## src/rtl/keyb_pkg.sv

```systemverilog
// Shared constants and helpers for the keyboard matrix scanner.
// Key bit index is row*X_W + col throughout the design.
package keyb_pkg;
   localparam int KEYB_Y_W = 8;
   localparam int KEYB_X_W = 3;

   function automatic int key_idx(input int row, input int col, input int x_w = KEYB_X_W);
      return row * x_w + col;
   endfunction

   // A counter with a single state still needs one bit of storage.
   function automatic int clog2_min1(input int v);
      return (v > 1) ? $clog2(v) : 1;
   endfunction

   function automatic int max_i(input int a, input int b);
      return (a > b) ? a : b;
   endfunction
endpackage

```

## src/rtl/keyb_scan_if.sv

```systemverilog
// Keyboard matrix bus: row drive and column sense on the keyboard side,
// debounced mask and change strobe on the consumer side.
interface keyb_scan_if
   import keyb_pkg::*;
#(
   parameter int Y_W = KEYB_Y_W,
   parameter int X_W = KEYB_X_W
);
   logic [X_W-1:0]     x_i;
   logic [Y_W-1:0]     y_oe_o;
   logic [Y_W*X_W-1:0] key_o;
   logic               key_chg_o;
   logic [Y_W*X_W-1:0] key_new_o;

   modport master (input x_i, output y_oe_o, key_o, key_chg_o, key_new_o);
   modport slave  (output x_i, input y_oe_o, key_o, key_chg_o, key_new_o);
endinterface

```

## src/rtl/keyb_debounce.sv

```systemverilog
// Per-key frame debouncer with optional autorepeat.
// Autorepeat is built in when KEYB_SCAN_AUTOREPEAT_EN is defined.
module keyb_debounce
   import keyb_pkg::*;
#(
   parameter int DEBOUNCE     = 4,
   parameter int REPEAT_DELAY = 50,
   parameter int REPEAT_RATE  = 12
) (
   input  logic clk_i,
   input  logic rst_i,
   input  logic commit,
   input  logic frame_bit,
   output logic stable,
   output logic key_new,
   output logic key_chg
);
   localparam int CNT_W = clog2_min1(DEBOUNCE);

   logic [CNT_W-1:0] cnt;
   logic             stable_next;
   logic             hit;

   always_comb begin
      stable_next = stable;
      if ((frame_bit != stable) && (cnt == CNT_W'(DEBOUNCE - 1)))
         stable_next = frame_bit;
   end

`ifdef KEYB_SCAN_AUTOREPEAT_EN
   localparam int REP_W = clog2_min1(max_i(REPEAT_DELAY, REPEAT_RATE) + 1);

   logic [REP_W-1:0] rep_cnt;
   logic [REP_W-1:0] rep_cnt_inc;
   logic             rep_phase;
   logic             held;

   // rep_phase selects the initial delay versus the steady repeat period.
   assign held        = stable & stable_next;
   assign rep_cnt_inc = rep_cnt + 1'b1;
   assign hit         = held && (rep_cnt_inc == (rep_phase ? REP_W'(REPEAT_RATE)
                                                           : REP_W'(REPEAT_DELAY)));

   always_ff @(posedge clk_i) begin
      if (rst_i) begin
         rep_cnt   <= '0;
         rep_phase <= 1'b0;
      end else if (commit) begin
         if (!held) begin
            rep_cnt   <= '0;
            rep_phase <= 1'b0;
         end else if (hit) begin
            rep_cnt   <= '0;
            rep_phase <= 1'b1;
         end else begin
            rep_cnt   <= rep_cnt_inc;
         end
      end
   end
`else
   assign hit = 1'b0;
`endif

   always_ff @(posedge clk_i) begin
      if (rst_i) begin
         stable  <= 1'b0;
         cnt     <= '0;
         key_new <= 1'b0;
         key_chg <= 1'b0;
      end else begin
         key_new <= 1'b0;
         key_chg <= 1'b0;
         if (commit) begin
            stable  <= stable_next;
            if ((frame_bit == stable) || (stable_next != stable))
               cnt <= '0;
            else
               cnt <= cnt + 1'b1;
            key_new <= (stable_next & ~stable) | hit;
            key_chg <= (stable_next ^ stable) | hit;
         end
      end
   end
endmodule

```

## src/rtl/keyb_scan.sv

```systemverilog
// Single-clock matrix keyboard scanner: prescaled row drive, column sampling,
// whole-frame capture and per-key debounce (autorepeat: KEYB_SCAN_AUTOREPEAT_EN).
module keyb_scan
   import keyb_pkg::*;
#(
   parameter int Y_W          = KEYB_Y_W,
   parameter int X_W          = KEYB_X_W,
   parameter int SCAN_DIV     = 12500,
   parameter int DEBOUNCE     = 4,
   parameter int REPEAT_DELAY = 50,
   parameter int REPEAT_RATE  = 12
) (
   input  logic         clk_i,
   input  logic         rst_i,
   keyb_scan_if.master  bus
);
   localparam int DIV_W  = clog2_min1(SCAN_DIV);
   localparam int ROW_W  = clog2_min1(Y_W);
   localparam int N_KEYS = Y_W * X_W;

   logic [X_W-1:0]    x_p0, x_p1;
   logic [DIV_W-1:0]  div_cnt;
   logic [ROW_W-1:0]  row;
   logic [N_KEYS-1:0] raw, raw_merged, frame;
   logic              commit;
   logic              sample, last_row;
   logic [N_KEYS-1:0] stable, new_hit, chg_hit;

   assign sample   = (div_cnt == DIV_W'(SCAN_DIV - 1));
   assign last_row = (row == ROW_W'(Y_W - 1));

   // The frame snapshot must include the row being sampled on this very clock.
   always_comb begin
      raw_merged = raw;
      raw_merged[row*X_W +: X_W] = x_p1;
   end

   // Stage boundary: x_i -> x_p0 -> x_p1, inverted so pressed reads as 1.
   always_ff @(posedge clk_i) begin
      if (rst_i) begin
         x_p0    <= '0;
         x_p1    <= '0;
         div_cnt <= '0;
         row     <= '0;
         raw     <= '0;
         frame   <= '0;
         commit  <= 1'b0;
      end else begin
         x_p0   <= ~bus.x_i;
         x_p1   <= x_p0;
         commit <= 1'b0;
         if (sample) begin
            div_cnt <= '0;
            row     <= last_row ? '0 : row + 1'b1;
            raw     <= raw_merged;
            if (last_row) begin
               frame  <= raw_merged;
               commit <= 1'b1;
            end
         end else begin
            div_cnt <= div_cnt + 1'b1;
         end
      end
   end

   assign bus.y_oe_o = Y_W'(1) << row;

   for (genvar r = 0; r < Y_W; r++) begin : g_row
      for (genvar c = 0; c < X_W; c++) begin : g_col
         keyb_debounce #(
            .DEBOUNCE     (DEBOUNCE),
            .REPEAT_DELAY (REPEAT_DELAY),
            .REPEAT_RATE  (REPEAT_RATE)
         ) u_key (
            .clk_i     (clk_i),
            .rst_i     (rst_i),
            .commit    (commit),
            .frame_bit (frame[key_idx(r, c, X_W)]),
            .stable    (stable[key_idx(r, c, X_W)]),
            .key_new   (new_hit[key_idx(r, c, X_W)]),
            .key_chg   (chg_hit[key_idx(r, c, X_W)])
         );
      end
   end

   assign bus.key_o     = stable;
   assign bus.key_new_o = new_hit;
   assign bus.key_chg_o = |chg_hit;
endmodule

```

## src/flat_wrapper.sv

```systemverilog
// flat-port wrapper written by rule: the top's interface ports become plain ports
module keyb_scan_flat import keyb_pkg::*;
#(
   parameter int Y_W          = KEYB_Y_W,
   parameter int X_W          = KEYB_X_W,
   parameter int SCAN_DIV     = 12500,
   parameter int DEBOUNCE     = 4,
   parameter int REPEAT_DELAY = 50,
   parameter int REPEAT_RATE  = 12
)
  (clk_i, rst_i, bus_x_i, bus_y_oe_o, bus_key_o, bus_key_chg_o, bus_key_new_o);
  keyb_scan_if #(.Y_W(Y_W), .X_W(X_W)) bus_i ();
  input  logic clk_i;
  input  logic rst_i;
  input wire logic [$bits(bus_i.x_i)-1:0] bus_x_i;
  output wire logic [$bits(bus_i.y_oe_o)-1:0] bus_y_oe_o;
  output wire logic [$bits(bus_i.key_o)-1:0] bus_key_o;
  output wire logic [$bits(bus_i.key_chg_o)-1:0] bus_key_chg_o;
  output wire logic [$bits(bus_i.key_new_o)-1:0] bus_key_new_o;
  assign bus_i.x_i = bus_x_i;
  assign bus_y_oe_o = bus_i.y_oe_o;
  assign bus_key_o = bus_i.key_o;
  assign bus_key_chg_o = bus_i.key_chg_o;
  assign bus_key_new_o = bus_i.key_new_o;
  keyb_scan #(.Y_W(Y_W), .X_W(X_W), .SCAN_DIV(SCAN_DIV), .DEBOUNCE(DEBOUNCE), .REPEAT_DELAY(REPEAT_DELAY), .REPEAT_RATE(REPEAT_RATE)) u_core (.clk_i(clk_i), .rst_i(rst_i), .bus(bus_i));
endmodule
```

## config.mk

```make
export PLATFORM = sky130hd
export DESIGN_NAME = keyb_scan_flat
export DESIGN_NICKNAME = d
export VERILOG_FILES = /design/src/rtl/keyb_pkg.sv /design/src/rtl/keyb_scan_if.sv /design/src/rtl/keyb_debounce.sv /design/src/rtl/keyb_scan.sv /design/src/flat_wrapper.sv
export SDC_FILE = /design/constraint.sdc
export NUM_CORES = 1
export LEC_CHECK = 0
export BUFFER_PORTS_ARGS = -buffer_cell sky130_fd_sc_hd__buf_2
export CAP_MARGIN = 20
export CORE_MARGIN = 3
export CORE_UTILIZATION = 50
export CTS_BUF_LIST = sky130_fd_sc_hd__clkbuf_4
export DETAILED_ROUTE_END_ITERATION = 12
export PLACE_DENSITY = 0.68
export SETUP_SLACK_MARGIN = 0.15
export SYNTH_ARGS = -nofsm -noshare
export SYNTH_HDL_FRONTEND = slang
export SYNTH_SLANG_ARGS = --single-unit
```

## constraint.sdc

```tcl
create_clock -name clk_i -period 3.14 [get_ports clk_i]
set_clock_uncertainty 0.1 [all_clocks]
set_input_delay 0.314 -clock clk_i [delete_from_list [all_inputs] [get_ports clk_i]]
set_output_delay 0.314 -clock clk_i [all_outputs]
set_load 0.03 [all_outputs]
```

==> impl_results.md <==
* Root Buffer: clkbuf_4
* Setup crit end kind: flip-flop
* Arr. time, crit path at 2.85 ns
* FF/Latch Area at 3850 um^2
* Total CTS buffers at 17
* Outcome: complete, no violations
* Most frequent cells in the layout: 191 x dfxtp_1, 80 x nor2_1, 79 x a21oi_1
* Core area at 17400 um^2
* Final Non-Filler Cells at 1210
* Area Growth Syn to Fin at 5.02%
* Die width at 139 um
* Detailed-route DRC error count at 0
* Post-synthesis register bit count at 192
* Final hold violations at 0
* Total number of vias at 6242
* Clk buf depth at 2
* Synth Instances at 974
* Fillers at 1614
* CTS tree: done
* Antenna Nets Post-Route at 0
* First drt pass iteration count at 4
* Final HPWL DP at 11.6 mm
* Fraction of layout cells with a size suffix above 1 at 12.2%
* Full die area at 19400 um^2
* Post-CTS sizing at 0
* Vias in the first global route at 6032
* Multi-input logic area at 4310 um^2
* I/O pins at 62
* Synthesized Nets at 1036
* Final Wtd Congestion at 0.791
* Final Instance Area at 9310 um^2
* Number of DRC markers in iteration 0 at 336
* Synth Area per Inst at 9.10 um^2
* Relative slew slack at 47.0%
* IO buf count at 61
* Routed vias/inst at 5.16
* Fin Setup TNS at 0 ns
* Nets at 1033
* Cell area after synthesis at 8870 um^2
* Library cells used by synthesis at 37
* Global-route congestion overflow total at 0
* GRT Total Usage at 18.2%
* RSZ-0062 raised after global routing: no
* Antenna violations before repair at 1
* Warnings from Yosys at 0
* Die H at 139 um
* First-pass GRT wire length at 29.2 mm
* Clock Pin Slew Worst Setup and Hold Paths at 0.15 ns
* Fin. max-slew vios at 0
* Final core occ at 53.6%
* Worst VDD drop at 0.228 mV
* WHS at 0.356 ns
* Fmax at 392 MHz
* CP Max Fanout at 12
* CP startpoint kind: flip-flop
* Row count at 48
* Setup ws final at 0.590 ns
* Share of the yosys chip area belonging to registers at 43.4%
* Max-cap violation count at 0
* WL final at 17.1 mm
* Largest net degree at the start of global routing at 68
* Required @ worst endpoint at 3.44 ns
* Initial Util at 51.1%
* Min Tclk post-route at 2.55 ns
* Pwr Density at 423 nW/um^2
* Leakage at 3.69 nW
* CTS Sinks at 192
* Placed cell areas at 8930 um^2
* Dpl ws at 0.657 ns
* H-tree depth reported by CTS at 4
* Final Setup Violations at 0
* Total Power at 3.94 mW
* WL/cell at 14.1 um
* Worst min-delay path category: reg2reg
* Worst Tran Pin Value at 0.795 ns
* Worst skew pair latency at 0.56 ns
* Setup CP Type: reg2reg
* Leading cell type in the layout, fill and taps excluded: dfxtp_1
* Tcrit/Tclk final at 81.2%
* Placed Cells at 1170
[Yosys cell counts (all sizes together)]
master / n / area share [%]
dfxtp: 192 / 43
nor2: 81 / 3.5
a21oi: 79 / 4.5
buf: 65 / 5.3
nand2: 60 / 2.5
ha: 57 / 8.0
nand2b: 57 / 4.0
and2: 51 / 3.6
mux2i: 45 / 5.1
nand3: 43 / 2.5
o21ai: 36 / 2.0
clkbuf: 34 / 1.4
inv: 30 / 1.3
xor2: 29 / 2.9
nand3b: 27 / 2.3
a211oi: 13 / 1.5
nor3: 13 / 0.73
nor4: 10 / 0.87
a31o: 9 / 0.89
xnor2: 8 / 0.79
nor2b: 7 / 0.49
a31oi: 6 / 0.42
and3: 6 / 0.42
and4: 6 / 0.59
nand4: 6 / 0.42
and3b: 1 / 0.099
nor4b: 1 / 0.27
o21ba: 1 / 0.11
or3: 1 / 0.071
[layout make-up]
type	count	share of cell area, %
Tap cell	225	3.02
Multi-Input combinational cell	653	46.3
Antenna cell	1	0.0269
Sequential cell	192	41.3
Inverter	30	1.21
Timing Repair Buffer	77	4.78
Clock buffer	19	1.53
Clock inverter	13	1.81
[sequential cells by signal, summed over array words and instances, names as in the netlist]
signal	flops
u_core.g_row.g_col.u_key.cnt	48
u_core.frame	24
u_core.g_row.g_col.u_key.key_chg	24
u_core.g_row.g_col.u_key.key_new	24
u_core.g_row.g_col.u_key.stable	24
u_core.raw	24
u_core.div_cnt	14
u_core.row	3
u_core.x_p0	3
u_core.x_p1	3
u_core.commit	1
[kinds of logic (layout without fill, tap and decap cells)]
family                     after synthesis  count (layout)  synth area share, %
xor gates and xnor gates                37              37                 3.66
and+or+nand+nor                        370             370                 22.4
adders and majority gates               57              57                 8.04
buffers and inverters                  129             139                 8.03
other                                    0               1                    0
DFF                                    192             192                 43.4
muxes                                   45              45                 5.08
AOI/OAI and AO/OA                      144             144                 9.41
[final timing paths]
path,cells past startpoint,slack [ns],end,start
min reg2reg,1,0.36,u_core.x_p1[2],u_core.x_p0[2]
max reg2reg,7,0.59,u_core.frame[1],u_core.row[0]
min,1,0.36,u_core.x_p1[2],u_core.x_p0[2]
max,7,0.59,u_core.frame[1],u_core.row[0]
[where the power goes]
part           internal [mW]  total [mW]  switching [mW]
sequential              2.44        2.45         0.00858
combinational         0.0155      0.0552          0.0396
clock                  0.638        1.44           0.797
[timing repair]
| action | CTS | global route |
|---|---|---|
| hold buffers | 7 | 0 |
| endpoints found under the setup margin | 0 | 0 |
| endpoints found under the hold margin | 7 | 0 |
| buffers inserted | 0 | 0 |
[per-layer routing]
| layer | GRT usage, % | vias to the layer above | wire length, um |
|---|---|---|---|
| met1 | 24.2 | 2902 | 8400 |
| met4 | 4.48 | 0 | 187 |
| met2 | 30.1 | 84 | 7860 |
| li1 | - | 3243 | - |
| met5 | 0 | - | 0 |
| met3 | 4.21 | 13 | 667 |
[worst max-delay path: stages, from the launching register on]
cell and delay, ns:
dfxtp_1 0.59, inv_1 0.12, ha_1 0.23, ha_1 0.43, nor3_1 0.56, nand2_1 0.19
nand2_1 0.10, a31oi_1 0.09
No activity file was read; power rests on OpenSTA's default activity.
